## src/rtl/seq_sort_pkg.sv

```systemverilog
// seq_sort shared types: FSM states, default sizes, width helpers.
// Build option SEQ_SORT_DESCEND_EN is handled in seq_sort_cmp_swap.sv.
package seq_sort_pkg;

  typedef enum logic [1:0] {
    LOAD  = 2'd0,
    SORT  = 2'd1,
    DRAIN = 2'd2
  } state_t;

  localparam int W_DEF = 6;
  localparam int N_DEF = 8;

  function automatic int idx_width(
    input int n
  );
    return (n < 2) ? 1 : $clog2(n);
  endfunction

  function automatic int pc_width(
    input int n
  );
    return idx_width(n) + 1;
  endfunction

  localparam int IDX_W_DEF = idx_width(N_DEF);
  localparam int PC_W_DEF  = pc_width(N_DEF);

endpackage

```

## src/rtl/seq_sort_if.sv

```systemverilog
// seq_sort stream bundle: load side, drain side and busy flag.
// master drives words in and accepts sorted words; slave is the sorter.
interface seq_sort_if
  import seq_sort_pkg::*;
#(
  parameter int W = W_DEF
);

  logic         in_valid;
  logic         in_ready;
  logic [W-1:0] in_data;
  logic         out_valid;
  logic         out_ready;
  logic [W-1:0] out_data;
  logic         out_last;
  logic         busy;

  modport master (
    output in_valid,
    output in_data,
    output out_ready,
    input  in_ready,
    input  out_valid,
    input  out_data,
    input  out_last,
    input  busy
  );

  modport slave (
    input  in_valid,
    input  in_data,
    input  out_ready,
    output in_ready,
    output out_valid,
    output out_data,
    output out_last,
    output busy
  );

endinterface

```

## src/rtl/seq_sort_cmp_swap.sv

```systemverilog
// Compare-swap cell; ties pass straight through. Defining
// SEQ_SORT_DESCEND_EN puts the larger word on the lower index.
module cmp_swap #(
  parameter int W = 6
) (
  input  logic [W-1:0] a,
  input  logic [W-1:0] b,
  output logic [W-1:0] lo,
  output logic [W-1:0] hi
);

  logic swap;

`ifdef SEQ_SORT_DESCEND_EN
  assign swap = (b > a);
`else
  assign swap = (b < a);
`endif

  assign lo = swap ? b : a;
  assign hi = swap ? a : b;

endmodule

```

## src/rtl/seq_sort.sv

```systemverilog
// N-word streaming sorter: load, odd-even transposition, drain.
// Order set by SEQ_SORT_DESCEND_EN inside cmp_swap (default ascending).
module seq_sort
  import seq_sort_pkg::*;
#(
  parameter int W = W_DEF,
  parameter int N = N_DEF
) (
  input logic       clk,
  input logic       rst,
  seq_sort_if.slave bus
);

  localparam int IW = idx_width(N);
  localparam int PW = pc_width(N);

  localparam logic [IW-1:0] IDX_LAST = IW'(N - 1);
  localparam logic [PW-1:0] PC_END   = PW'(N);

  state_t state;
  state_t state_n;

  logic [IW-1:0]        idx;
  logic [PW-1:0]        pc;
  logic                 live;
  logic [N-1:0][W-1:0]  mem;
  logic [N-1:0][W-1:0]  ev;
  logic [N-1:0][W-1:0]  od;

  logic acc;
  logic hs;
  logic at_last;
  logic in_load;
  logic in_sort;
  logic in_drain;

  assign in_load  = (state == LOAD);
  assign in_sort  = (state == SORT);
  assign in_drain = (state == DRAIN);
  assign at_last  = (idx == IDX_LAST);

  // live gates in_ready so it stays low through every reset cycle
  assign bus.in_ready  = live && in_load;
  assign bus.out_valid = in_drain;
  assign bus.out_last  = in_drain && at_last;
  assign bus.out_data  = in_drain ? mem[idx] : '0;
  assign bus.busy      = in_sort || in_drain;

  assign acc = bus.in_valid && bus.in_ready;
  assign hs  = bus.out_valid && bus.out_ready;

  for (genvar i = 0; i < N / 2; i++) begin : g_even
    cmp_swap #(
      .W (W)
    ) u_cs (
      .a  (mem[2*i]),
      .b  (mem[2*i+1]),
      .lo (ev[2*i]),
      .hi (ev[2*i+1])
    );
  end

  assign od[0]   = mem[0];
  assign od[N-1] = mem[N-1];

  for (genvar i = 0; i < N / 2 - 1; i++) begin : g_odd
    cmp_swap #(
      .W (W)
    ) u_cs (
      .a  (mem[2*i+1]),
      .b  (mem[2*i+2]),
      .lo (od[2*i+1]),
      .hi (od[2*i+2])
    );
  end

  always_comb begin
    state_n = state;
    unique case (1'b1)
      in_load: begin
        if (acc && at_last) state_n = SORT;
      end
      in_sort: begin
        if (pc == PC_END) state_n = DRAIN;
      end
      in_drain: begin
        if (hs && at_last) state_n = LOAD;
      end
      default: state_n = LOAD;
    endcase
  end

  always_ff @(posedge clk) begin
    if (!rst) begin
      state <= LOAD;
      live  <= 1'b0;
    end else begin
      state <= state_n;
      live  <= 1'b1;
    end
  end

  // pc counts N passes, then one extra cycle at PC_END hands off to DRAIN
  always_ff @(posedge clk) begin
    if (!rst) begin
      idx <= '0;
      pc  <= '0;
      mem <= '0;
    end else begin
      unique case (1'b1)
        in_load: begin
          if (acc) begin
            mem[idx] <= bus.in_data;
            if (at_last) begin
              idx <= '0;
              pc  <= '0;
            end else begin
              idx <= idx + 1'b1;
            end
          end
        end
        in_sort: begin
          if (pc != PC_END) begin
            mem <= pc[0] ? od : ev;
            pc  <= pc + 1'b1;
          end
        end
        in_drain: begin
          if (hs) begin
            idx <= at_last ? '0 : idx + 1'b1;
          end
        end
        default: begin
          idx <= '0;
          pc  <= '0;
        end
      endcase
    end
  end

endmodule
```

## src/flat_wrapper.sv

```systemverilog
// flat-port wrapper written by rule: the top's interface ports become plain ports
module seq_sort_flat import seq_sort_pkg::*;
#(
  parameter int W = W_DEF,
  parameter int N = N_DEF
)
  (clk, rst, bus_in_valid, bus_in_data, bus_out_ready, bus_in_ready, bus_out_valid, bus_out_data, bus_out_last, bus_busy);
  seq_sort_if #(.W(W)) bus_i ();
  input logic clk;
  input logic rst;
  input wire logic [$bits(bus_i.in_valid)-1:0] bus_in_valid;
  input wire logic [$bits(bus_i.in_data)-1:0] bus_in_data;
  input wire logic [$bits(bus_i.out_ready)-1:0] bus_out_ready;
  output wire logic [$bits(bus_i.in_ready)-1:0] bus_in_ready;
  output wire logic [$bits(bus_i.out_valid)-1:0] bus_out_valid;
  output wire logic [$bits(bus_i.out_data)-1:0] bus_out_data;
  output wire logic [$bits(bus_i.out_last)-1:0] bus_out_last;
  output wire logic [$bits(bus_i.busy)-1:0] bus_busy;
  assign bus_i.in_valid = bus_in_valid;
  assign bus_i.in_data = bus_in_data;
  assign bus_i.out_ready = bus_out_ready;
  assign bus_in_ready = bus_i.in_ready;
  assign bus_out_valid = bus_i.out_valid;
  assign bus_out_data = bus_i.out_data;
  assign bus_out_last = bus_i.out_last;
  assign bus_busy = bus_i.busy;
  seq_sort #(.W(W), .N(N)) u_core (.clk(clk), .rst(rst), .bus(bus_i));
endmodule
```

## config.mk

```make
export PLATFORM = sky130hd
export DESIGN_NAME = seq_sort_flat
export DESIGN_NICKNAME = d
export VERILOG_FILES = /design/src/rtl/seq_sort_pkg.sv /design/src/rtl/seq_sort_if.sv /design/src/rtl/seq_sort_cmp_swap.sv /design/src/rtl/seq_sort.sv /design/src/flat_wrapper.sv
export SDC_FILE = /design/constraint.sdc
export NUM_CORES = 1
export LEC_CHECK = 0
export ABC_AREA = 0
export CORE_ASPECT_RATIO = 1.4
export CORE_MARGIN = 2
export CORE_UTILIZATION = 56
export CTS_CLUSTER_DIAMETER = 200
export DETAILED_ROUTE_END_ITERATION = 8
export PLACE_DENSITY = 0.87
export SLEW_MARGIN = 20
export SYNTH_ARGS = -nofsm -noshare
export SYNTH_HDL_FRONTEND = slang
export SYNTH_SLANG_ARGS = --single-unit
```

## constraint.sdc

```tcl
create_clock -name clk -period 2.2 [get_ports clk]
set_clock_uncertainty 0.15 [all_clocks]
set_input_delay 0.33 -clock clk [delete_from_list [all_inputs] [get_ports clk]]
set_output_delay 0.33 -clock clk [all_outputs]
set_load 0.02 [all_outputs]
```

# After elaboration in Yosys (flattened, before gate mapping)
# Cells that the tools add are included.
[word_totals] register_bits=58 inputBits=10 output_inout_bits=10 elab_cells=105
[op_classes] n_addsub=2 n_eq_ne=22 bitwise=2 order_cmp=9 n_reduce_logical=21 n_mux=37
[ops] operator="$mux 48" count=3
[ops] operator="$mux 6" count=17
[ops] operator="$pmux 48 s2" count=1
[ops] operator="$bwmux 48" count=1
[ops] operator="$lt 6x6->1" count=7
[ops] operator="$reduce_and 5->1" count=8
[ops] operator="$bmux 6 s3" count=1
[ops] operator="$demux 6 s3" count=1
[ops] operator="$ne 2x2->1 const B" count=8
[ops] operator="$mux 4" count=3
[ops] operator="$ne 3x2->1 const B" count=4
[ops] operator="$pmux 4 s3" count=1
[ops] operator="$mux 3" count=3
[ops] operator="$ne 3x3->1 const B" count=3
[ops] operator="$pmux 3 s3" count=1
[ops] operator="$logic_and 1x1->1" count=7
[ops] operator="$mux 2" count=3
[ops] operator="$pmux 2 s3" count=1
[ops] operator="$reduce_and 3->1" count=2
[ops] operator="$add 4x1->4 const B" count=1
[ops] operator="$eq 4x4->1 const B" count=1
[ops] operator="$lt 3x4->1 const B" count=1
[ops] operator="$ne 2x1->1 const B" count=2
[ops] operator="$ne 4x4->1 const B" count=1
[ops] operator="other kinds (11)" count=12

# Logic depth before layout (Yosys ltp)
[depth] word_depth=7 mapped_depth=11 ltp_nobuf=8

# Hierarchy
# From an unflattened synthesis, not the netlist that was laid out.
[hier_totals] hier_cells=672 area_unflattened_um2=6311.1
[by_module_without_submodules] mod="seq_sort" cells_per_inst=462 n_inst=1 seq_area_each_um2=1161.1 area_per_inst_um2=4103.9
[by_module_without_submodules] mod="cmp_swap" cells_per_inst=30 n_inst=7 seq_area_each_um2=0.0 area_per_inst_um2=315.3

# Worst setup path before layout
# No wires, ideal clock.
[synth_path] path_kind="register to output" from="reg u_core.idx[0]" to="out bus_out_data[5]" path_stages_with_launch=7 arrival_time_ns=1.918 n_path_buf=3 required_ns=1.720 slack_ns=-0.198 path_cell_list="dfxtp_1 buf_2 buf_1 clkbuf_1 mux4_2 nand2_1 a21boi_0"
[synth_via] elab_chain_len=3
[synth_rtl] element="start, declared" line="seq_sort.sv:23" rtl="logic [IW-1:0] idx;"
[synth_rtl] element="start signal, assigned" line="seq_sort.sv:118" rtl="idx <= idx + 1'b1;"
[synth_rtl] element="start signal, assigned" line="seq_sort.sv:130" rtl="idx <= at_last ? '0 : idx + 1'b1;"
[synth_rtl] element="$bmux 6 s3" line="seq_sort.sv:46" rtl="assign bus.out_data = in_drain ? mem[idx] : '0;"
[synth_rtl] element="$mux 6 (implied by the code)" line="seq_sort.sv:46"
[synth_rtl] element="$mux 6" line="seq_sort.sv:46"
[synth_rtl] element="end, declared" line="flat_wrapper.sv:16" rtl="output wire logic [$bits(bus_i.out_data)-1:0] bus_out_data;"
# Every way passes these cells. The select of a mux whose other input is x is not followed.

# Final worst setup path
[layout_path] from="reg u_core.idx[0]" to="out bus_out_data[4]"
# The elaborated chain is that of the path after synthesis.

==> impl_metrics.prom <==
# TYPE chip_impl_metric gauge
chip_impl_metric{name="detail_route.wl_per_cell",unit="um"} 24.1
chip_impl_metric{name="synth_seq_area_share",unit="%"} 25.2
chip_impl_info{name="most_common_library_cell_in_the_layout_ignoring_fill_and_taps",value="buf_4"} 1
chip_impl_metric{name="finalNetCount",unit=""} 759
chip_impl_metric{name="firstDrtPassIters",unit=""} 6
chip_impl_metric{name="inserted_clock_buffers",unit=""} 9
chip_impl_metric{name="timing.final.crit_share",unit="%"} 110
chip_impl_info{name="critical_path_end_type",value="primary output"} 1
chip_impl_metric{name="p_total",unit="mW"} 5.71
chip_impl_info{name="crit_path_start_kind",value="flip-flop"} 1
chip_impl_metric{name="post_synthesis_instance_area",unit="um2"} 4610
chip_impl_info{name="worst-setup-path-type",value="flip-flop to primary output"} 1
chip_impl_info{name="synth_ff_type",value="dfxtp_1"} 1
chip_impl_metric{name="gr-usage-all-layers",unit="%"} 40.5
chip_impl_metric{name="grt_antenna_before_repair",unit=""} 0
chip_impl_metric{name="vias_post_dr",unit=""} 5697
chip_impl_metric{name="ir_worst_vdd",unit="mV"} 0.849
chip_impl_metric{name="io-pin-count",unit=""} 20
chip_impl_metric{name="globalplace.congestion",unit=""} 1.03
chip_impl_metric{name="hold_viol",unit=""} 0
chip_impl_metric{name="synth_seq_cells",unit=""} 58
chip_impl_metric{name="place_area",unit="um2"} 5620
chip_impl_metric{name="total_power_per_unit_cell_area",unit="nW/um2"} 883
chip_impl_metric{name="post_synth.cell_area_avg",unit="um2"} 7.90
chip_impl_metric{name="leakage_component_of_the_power",unit="nW"} 2.50
chip_impl_info{name="failed_checks",value="negative setup slack"} 1
chip_impl_info{name="timing.hold.worst.class",value="flip-flop to flip-flop"} 1
chip_impl_metric{name="netlist-cell-type-count",unit=""} 53
chip_impl_metric{name="layout_min_cycle_time",unit="ns"} 2.41
chip_impl_metric{name="synth_edf_count",unit=""} 0
chip_impl_metric{name="areaGrowthSynthToFinish",unit="%"} 40.4
chip_impl_info{name="status",value="finished, violations left"} 1
chip_impl_metric{name="cap_viol_max_count",unit=""} 0
chip_impl_metric{name="dpl.hpwl",unit="um"} 12400
chip_impl_metric{name="critical_path_buf_inv_count",unit=""} 2
chip_impl_metric{name="synth.yosys.warnings",unit=""} 0
chip_impl_info{name="top_library_cells_by_usage_in_the_layout_fill_and_taps_aside",value="114 x buf_4, 57 x nand2_1, 48 x nor2_1"} 1
chip_impl_metric{name="std_cell_rows",unit=""} 39
chip_impl_metric{name="drt-vias-per-instance",unit=""} 7.01
chip_impl_metric{name="core",unit="um2"} 8050
chip_impl_metric{name="postRouteWirelength",unit="um"} 19600
chip_impl_info{name="cts_tree",value="built"} 1
chip_impl_metric{name="clkTransAtPathRegs",unit="ns"} 0.06
chip_impl_metric{name="clock_sink_count",unit=""} 58
chip_impl_metric{name="drt.antenna.violating_nets",unit=""} 0
chip_impl_info{name="cpLargestDelayFamily",value="compound AO/OA/AOI/OAI gates"} 1
chip_impl_metric{name="drv_slew",unit=""} 0
chip_impl_metric{name="max-clock-path-buffers",unit=""} 2
chip_impl_info{name="clock_root_cell",value="clkbuf_16"} 1
chip_impl_metric{name="start_util",unit="%"} 57.2
chip_impl_info{name="slowest_cell_on_the_critical_path",value="dfxtp_4"} 1
chip_impl_metric{name="design.die.area",unit="um2"} 8980
chip_impl_metric{name="final_core_occ",unit="%"} 80.3
chip_impl_metric{name="clock.fmax",unit="MHz"} 414
chip_impl_info{name="timing.critical_path.cells",value="buf_6 > mux2i_1 > nor2_1 > a311oi_1 > a21oi_1 > o21a_1 > buf_2"} 1
chip_impl_metric{name="critPathMaxFanout",unit=""} 12
chip_impl_metric{name="critPathRequiredTime",unit="ns"} 1.72
chip_impl_metric{name="grt_max_degree",unit=""} 42
chip_impl_metric{name="ctsHtreeMaxLevel",unit=""} 3
chip_impl_metric{name="critPathArrivalTime",unit="ns"} 1.93
chip_impl_metric{name="setup_viol_count_final",unit=""} 43
chip_impl_metric{name="grt_overflow_total",unit=""} 0
chip_impl_metric{name="slowest_delay",unit="ns"} 0.37
chip_impl_metric{name="worst_slack",unit="ns"} -0.213
chip_impl_metric{name="slew_headroom",unit="%"} 56.2
chip_impl_metric{name="post-route-cell-area",unit="um2"} 6470
chip_impl_metric{name="postSynth.asyncResetShare",unit="%"} 0
chip_impl_metric{name="number_of_nets_produced_by_synthesis",unit=""} 636
chip_impl_metric{name="grt_pass1_vias",unit=""} 5201
chip_impl_metric{name="post_route_cells_drive_above_1_share",unit="%"} 34.2
chip_impl_metric{name="portBuffers",unit=""} 19
chip_impl_metric{name="die-width",unit="um"} 80.7
chip_impl_metric{name="timing.setup.tns",unit="ns"} -2.00
chip_impl_metric{name="clk_latency",unit="ns"} 0.34
chip_impl_metric{name="num_antenna_cells",unit=""} 0
chip_impl_info{name="rsz0062_at_grt",value="true"} 1
chip_impl_metric{name="detail_route.iter0.violations",unit=""} 911
chip_impl_metric{name="postSynthCellCount",unit=""} 583
chip_impl_metric{name="max_slew.worst_pin.slew",unit="ns"} 0.658
chip_impl_metric{name="dieHeight",unit="um"} 111
chip_impl_metric{name="drcViolationCount",unit=""} 0
chip_impl_metric{name="first_pass_grt_wire_length",unit="um"} 27600
chip_impl_metric{name="cts_hold_buf",unit=""} 0
repair_timing:
item	4_1_cts	5_1_grt
setup endpoints to repair	63	58
gates resized for setup	63	75
buffers inserted	3	12
pin swaps	4	28
cloned	2	2
metal layers:
layer / up-vias / GRT usage (%) / wire, um
met4: 0 / 28.2 / 1940
met3: 173 / 6.43 / 2130
met5: - / 0 / 0
met2: 502 / 63.4 / 8740
met1: 2616 / 49.7 / 6800
li1: 2406 / - / -
layout make-up:
| type | count | area [um2] |
|---|---|---|
| multi-input combinational | 442 | 3420 |
| fill | 466 | 1580 |
| timing repair buffer | 148 | 1240 |
| sequential | 58 | 1190 |
| clock buffer | 12 | 256 |
| inverter | 47 | 179 |
| tap | 102 | 128 |
| clock inverter | 4 | 50.0 |
path summary, 6_finish.rpt:
kind	from	end	slack (ns)	cells after the start
worst max-delay path	u_core.idx[0]$_SDFFE_PN0P_	bus_out_data[4]	-0.21	7
worst min-delay path	u_core.pc[2]$_SDFFE_PN0P_	u_core.pc[2]$_SDFFE_PN0P_	0.37	2
worst min register to register	u_core.pc[2]$_SDFFE_PN0P_	u_core.pc[2]$_SDFFE_PN0P_	0.37	2
worst max register to register	u_core.state[1]$_SDFFE_PN0P_	u_core.mem[5]$_SDFFE_PN0P_	-0.15	10
power by group:
group / leakage [nW] / internal [mW] / switching (mW)
registers: 0.478 / 1.18 / 0.170
clock network: 0.145 / 0.936 / 0.531
logic: 1.87 / 1.29 / 1.60
total: 2.50 / 3.41 / 2.31
through the flow:
step	hold slack, ns	instances	setup slack (ns)
global route	0.375	813	-0.259
global placement	0.319	778	-0.195
floorplan	0.208	583	-0.0499
finish	0.374	813	-0.213
detailed placement	0.337	778	-0.300
CTS	0.343	799	-0.102
cells in the mapped netlist, types with 12 or more instances:
master / instances / area (um2)
dfxtp_1: 58 / 1160
nand2_1: 58 / 218
nor2_1: 56 / 210
inv_1: 45 / 169
a21oi_1: 44 / 220
ha_1: 43 / 538
mux2i_1: 40 / 400
o22ai_1: 24 / 150
nand3_1: 23 / 115
a22oi_1: 21 / 158
clkbuf_1: 18 / 67.6
o21ai_0: 16 / 80.1
a211oi_1: 12 / 90.1
o221a_2: 12 / 135
state kept, by name, indices dropped and copies added (netlist names):
| signal | flops |
|---|---|
| u_core.idx | 3 |
| u_core.pc | 4 |
| u_core.mem | 48 |
| u_core.live | 1 |
| u_core.state | 2 |
worst reg2reg max path: stages (launching register included):
cell and delay [ns]:
dfxtp_2 0.35, inv_4 0.05, ha_4 0.18, buf_8 0.14, nor4_4 0.32, a22oi_2 0.09
a221o_1 0.31, a31oi_4 0.19, buf_6 0.17, nor2_2 0.06, a211oi_2 0.23
logic make-up (layout without fill, tap and decap cells):
logic type,count (synthesis),count (layout),share of synthesized area (%)
multiplexers,45,45,10.6
AND/OR/NAND/NOR,174,174,17.3
buffers and inverters,83,211,7.36
flip-flops,58,58,25.2
AO/OA/AOI/OAI,180,180,27.8
adder cells (fa/ha/maj),43,43,11.7
Power figures use the tool's default switching activity.
